File: config.mk
export PLATFORM = sky130hd
export DESIGN_NAME = bitonic_sort_pipe
export DESIGN_NICKNAME = d
export VERILOG_FILES = /design/src/rtl/bitonic_sort_pipe.sv
export SDC_FILE = /design/constraint.sdc
export NUM_CORES = 2
export LEC_CHECK = 0
export ABC_CLOCK_PERIOD_IN_PS = 51700
export CAP_MARGIN = 20
export CORE_ASPECT_RATIO = 0.9
export CORE_MARGIN = 2
export CORE_UTILIZATION = 59
export CTS_CLUSTER_DIAMETER = 50
export DETAILED_ROUTE_END_ITERATION = 10
export DONT_BUFFER_PORTS = 1
export GPL_TIMING_DRIVEN = 0
export PLACE_DENSITY = 0.78
export SLEW_MARGIN = 5
export SYNTH_ARGS = -nofsm -noshare
export SYNTH_HDL_FRONTEND = slang
export SYNTH_SLANG_ARGS = --single-unit
File: constraint.sdc
create_clock -name clk -period 51.7 [get_ports clk]
set_input_delay 10.34 -clock clk [delete_from_list [all_inputs] [get_ports clk]]
set_output_delay 10.34 -clock clk [all_outputs]
set_load 0.02 [all_outputs]
File: src/rtl/bitonic_sort_pipe.sv
// bitonic_sort_pipe: fully pipelined bitonic sorting network.
// Accepts one DEPTH-element vector per cycle and sorts it through STAGES registered
// compare-and-swap layers. Each output element carries a tag giving its original
// position in the input vector. Sort direction is chosen per vector and travels
// with it down the pipe.
// Ports:
//   clk, rst     clock and synchronous active-high reset
//   valid_in     input vector valid;  ready_out  block can accept (combinational)
//   descend_in   1: descending, 0: ascending (per vector)
//   seq_in       input keys, element 0 first
//   seq_out      sorted keys;  idx_out  input position of each sorted key
//   valid_out    output vector valid;  ready_in  downstream accepts
module bitonic_sort_pipe #(
    parameter int unsigned DEPTH  = 8,
    parameter int unsigned WIDTH  = 32,
    parameter bit          SIGNED = 1'b0
) (
    input  logic                     clk,
    input  logic                     rst,
    input  logic                     valid_in,
    output logic                     ready_out,
    input  logic                     descend_in,
    input  logic [WIDTH-1:0]         seq_in  [0:DEPTH-1],
    output logic [WIDTH-1:0]         seq_out [0:DEPTH-1],
    output logic [$clog2(DEPTH)-1:0] idx_out [0:DEPTH-1],
    output logic                     valid_out,
    input  logic                     ready_in
);

    localparam int unsigned LOGD   = $clog2(DEPTH);
    localparam int unsigned STAGES = LOGD * (LOGD + 1) / 2;
    // The last stage's direction bit is never consumed, so only STAGES-1 are kept.
    localparam int unsigned DREGS  = (STAGES > 1) ? STAGES - 1 : 1;

    typedef logic [DEPTH-1:0][WIDTH-1:0] vec_t;
    typedef logic [DEPTH-1:0][LOGD-1:0]  tag_t;

    if (DEPTH < 2 || (DEPTH & (DEPTH - 1)) != 0) begin : g_bad_depth
        $error("bitonic_sort_pipe: DEPTH must be a power of 2 and >= 2");
    end

    // Pipeline registers
    vec_t              st_data [STAGES];
    tag_t              st_idx  [STAGES];
    logic [STAGES-1:0] st_vld;
    logic [DREGS-1:0]  st_desc;

    // Per-layer CAS inputs and outputs
    vec_t              cas_in_data  [STAGES];
    tag_t              cas_in_idx   [STAGES];
    logic [STAGES-1:0] cas_in_desc;
    vec_t              cas_out_data [STAGES];
    tag_t              cas_out_idx  [STAGES];

    logic stall;

    // Key comparison: strict less-than, signedness per parameter
    function automatic logic key_lt(input logic [WIDTH-1:0] a, input logic [WIDTH-1:0] b);
        if (SIGNED) return $signed(a) < $signed(b);
        return a < b;
    endfunction

    // Layer 0 takes the input vector and seeds position tags 0..DEPTH-1
    for (genvar k = 0; k < DEPTH; k++) begin : g_in
        assign cas_in_data[0][k] = seq_in[k];
        assign cas_in_idx[0][k]  = LOGD'(k);
    end
    assign cas_in_desc[0] = descend_in;

    // Later layers read the previous stage register
    for (genvar s = 1; s < STAGES; s++) begin : g_link
        assign cas_in_data[s] = st_data[s-1];
        assign cas_in_idx[s]  = st_idx[s-1];
        assign cas_in_desc[s] = st_desc[s-1];
    end

    // CAS layers: merge size 2^p, distance 2^(p-1-r); layer number S counts across merges
    for (genvar p = 1; p <= LOGD; p++) begin : g_merge
        for (genvar r = 0; r < p; r++) begin : g_layer
            localparam int unsigned S = p * (p - 1) / 2 + r;
            localparam int unsigned D = 1 << (p - 1 - r);
            for (genvar i = 0; i < DEPTH; i++) begin : g_pair
                if ((i & D) == 0) begin : g_cas
                    localparam int unsigned J  = i + D;
                    // Block direction before applying the per-vector flip
                    localparam bit          UP = ((i >> p) & 1) == 0;
                    logic asc;
                    logic swap;
                    assign asc  = UP ^ cas_in_desc[S];
                    // Equal keys never swap
                    assign swap = asc ? key_lt(cas_in_data[S][J], cas_in_data[S][i])
                                      : key_lt(cas_in_data[S][i], cas_in_data[S][J]);
                    assign cas_out_data[S][i] = swap ? cas_in_data[S][J] : cas_in_data[S][i];
                    assign cas_out_data[S][J] = swap ? cas_in_data[S][i] : cas_in_data[S][J];
                    assign cas_out_idx[S][i]  = swap ? cas_in_idx[S][J]  : cas_in_idx[S][i];
                    assign cas_out_idx[S][J]  = swap ? cas_in_idx[S][i]  : cas_in_idx[S][J];
                end
            end
        end
    end

    // Whole pipe freezes while the output is held by downstream
    assign stall     = st_vld[STAGES-1] & ~ready_in;
    assign ready_out = ~stall;

    // Stage registers: hold on stall, otherwise every stage advances
    always_ff @(posedge clk) begin
        if (rst) begin
            for (int unsigned s = 0; s < STAGES; s++) begin
                st_data[s] <= '0;
                st_idx[s]  <= '0;
            end
            st_vld  <= '0;
            st_desc <= '0;
        end else if (!stall) begin
            for (int unsigned s = 0; s < STAGES; s++) begin
                st_data[s] <= cas_out_data[s];
                st_idx[s]  <= cas_out_idx[s];
            end
            st_vld[0] <= valid_in;
            for (int unsigned s = 1; s < STAGES; s++) begin
                st_vld[s] <= st_vld[s-1];
            end
            for (int unsigned s = 0; s < DREGS; s++) begin
                st_desc[s] <= cas_in_desc[s];
            end
        end
    end

    // Outputs straight from the last stage register
    for (genvar k = 0; k < DEPTH; k++) begin : g_out
        assign seq_out[k] = st_data[STAGES-1][k];
        assign idx_out[k] = st_idx[STAGES-1][k];
    end
    assign valid_out = st_vld[STAGES-1];

endmodule

==> results_dict.tcl <==
set metrics [dict create \
    antenna_found_initial 39 \
    crit_slowest_cell "nor2b_1" \
    cts_num_sinks 1666 \
    synth_compound_area_frac 0.06913 \
    cpPeakStageDelay_ns 0.62 \
    power.density_mw_per_mm2 59.52 \
    critPathCaptureType "primary output" \
    grt_max_degree 78 \
    synth-seq-cells 1666 \
    yosysWarnings 0 \
    grt_first_pass_wirelength_um 446900 \
    fillers 12000 \
    grt_usage 0.3800 \
    detailed_place_hpwl_um 260200 \
    layout_min_cycle_time_ns 22.03 \
    core_area_mm2 0.1597 \
    synth_fp_nets 9515 \
    drc 0 \
    die_y_um 384.7 \
    vias_per_cell 6.305 \
    start_util 0.5950 \
    yosys.area_share.simple 0.1026 \
    synth_edf_count 1654 \
    cts_tree "done" \
    synth-adder-area-share 0.1012 \
    synth_cell_types 57 \
    via_count 69280 \
    numCtsBuffers 183 \
    final_common_cell "edfxtp_1" \
    max_freq_mhz 45.39 \
    netlist_area_mm2 0.09500 \
    worstSetupPathType "in -> out" \
    postCtsSetupRepairBufs 0 \
    regArea_mm2 0.04991 \
    rsz0062_at_grt "no" \
    finalSetupViolations 0 \
    dr.pass1.iters 7 \
    overflow 0 \
    layout-drive-gt1-share 0.05631 \
    synthArstFlopShare 0 \
    io_buffers 0 \
    finalHoldViolations 0 \
    multi_input_area_mm2 0.03973 \
    synth_mux_area_frac 0.1451 \
    ys.flop_type "edfxtp_1" \
    clockBufferDepth 3 \
    routed_wl_um 315300 \
    row_count 139 \
    ant_nets 1 \
    critPathRequiredTime_ns 41.36 \
    leakagePower_nw 45.93 \
    crit_start "ready_in" \
    synth_top_family_by_area "multiplexers" \
    finalCritPeriodShare 0.4262 \
    hp-start "st_vld[3]" \
    grt_pass1_vias 66550 \
    hp-class "reg -> reg" \
    wl_per_cell_um 28.69 \
    start_kind "primary input" \
    synthToLayoutAreaGrowth_pct 10.08 \
    tightest_slew_ns 1.320 \
    clk_pin_slew_ns 0.06 \
    dieArea_mm2 0.1642 \
    cts.htree.levels 4 \
    max-cap-violations 0 \
    ir_drop_uv 127.5 \
    root_buffer "clkbuf_16" \
    maxSlewViolCount 0 \
    arrival_ns 11.69 \
    first_iter_violations 9317 \
    final_net_count 9735 \
    die_w_um 427.0 \
    maxSlewHeadroom 0.1116 \
    outcome "finished with violations" \
    utilization 0.6550 \
    syn_avg_cell_area_um2 11.19 \
    routabilityCongestion 1.082 \
    postCtsResizedCells 0 \
    ios 543 \
    clk-insertion-delay-late_ns 0.85 \
    layout_common_cells "edfxtp_1 (1654), nand2_1 (1512), mux2i_1 (1375)" \
    syn_inst 8486 \
    cts-hold-fix-buffers 0 \
    crit_path_cell_trace "nor2b_1 -> inv_1 -> clkbuf_1" \
    critPathMaxFanout 10 \
    reg2reg_from "st_data[2][216]" \
    finalClockSkew_ns 0.05109 \
    violations "antenna rules" \
    yosysSeqAreaShare 0.5254 \
    synth_xor_area_frac 0 \
    tns_ns 0 \
]
[per-stage QoR]
| step | instances | cell area (um^2) | setup WS (ns) | hold WS [ns] | total power, mW |
|---|---|---|---|---|---|
| 6_report | 10990 | 104600 | 29.67 | 0.4600 | 6.224 |
| 5_1_grt | 10980 | 104600 | 29.65 | 0.4774 | 6.383 |
| 4_1_cts | 10980 | 104500 | 29.69 | 0.4597 | 6.184 |
| 3_5_place_dp | 10640 | 98460 | 29.70 | 0.4468 | 4.883 |
| 3_3_place_gp | 10600 | 97650 | 12.61 | 0.4386 | 4.822 |
| 2_1_floorplan | 8486 | 95000 | 19.56 | 0.4321 | 3.930 |
[final cells by class]
cell class,count,share of cell area
multi-input combinational,5585,0.3799
clock inverter,129,0.01279
inverter,777,0.02789
clock buffer,212,0.04544
tap,2115,0.02531
antenna,11,0.0002632
timing repair buffer,35,0.007562
sequential,1666,0.4772
buffer,458,0.02357
[power by group]
part | total (mW) | switching, mW | internal [mW]
Combinational | 3.00 | 1.84 | 1.16
Clock | 1.32 | 0.568 | 0.753
Sequential | 1.90 | 0.207 | 1.70
Total | 6.22 | 2.61 | 3.61
[flip-flops by register name, indices dropped and copies added (netlist names)]
signal,cells
st_data,1536
st_idx,119
st_desc,5
st_vld,6
[cell families (layout without fill, tap and decap cells)]
logic type,after synthesis,in the layout
AND/OR/NAND/NOR,2248,2248
flip-flops,1666,1666
multiplexers,1377,1377
buffers and inverters,1235,1611
AO/OA/AOI/OAI,1192,1192
adder cells (fa/ha/maj),768,768
other,0,11
[worst paths after layout]
check,to,slack (ns),depth (start not counted)
worst max-delay path,ready_out,29.67,3
worst min-delay path,st_vld[3],0.46,2
worst max register to register,st_data[3][221],46.76,10
worst min register to register,st_vld[3],0.46,2
[critical path, delay by kind of cell]
family / cells / cell delay (ns)
buffers and inverters: 2 / 0.71
AND/OR/NAND/NOR: 1 / 0.62
[routing by layer]
metal	global-route usage	share of wire
met1	0.4997	0.39
met2	0.6004	0.45
met3	0.06987	0.099
met4	0.2023	0.061
met5	0	0.00033
[cells in the mapped netlist, drive strengths merged, types with 15 or more instances]
library cell	count	area, um^2
o311ai	17	178.9
o21bai	17	127.6
nand4	155	969.7
nor2b	25	156.4
a21o	59	442.9
nand2	1512	5675
clkbuf	287	1080
or3	21	131.4
nand3	362	1812
o211ai	24	180.2
inv	777	2917
nor2	58	217.7
o21ai	352	1762
buf	171	1381
nor4b	17	148.9
a21boi	43	322.8
and4	15	131.4
nor3	31	165.2
edfxtp	1654	49670
a21oi	626	3133
ha	768	9609
mux2i	1376	13780
nor4	24	150.1
Note: power is estimated with default switching activity, not from simulation.
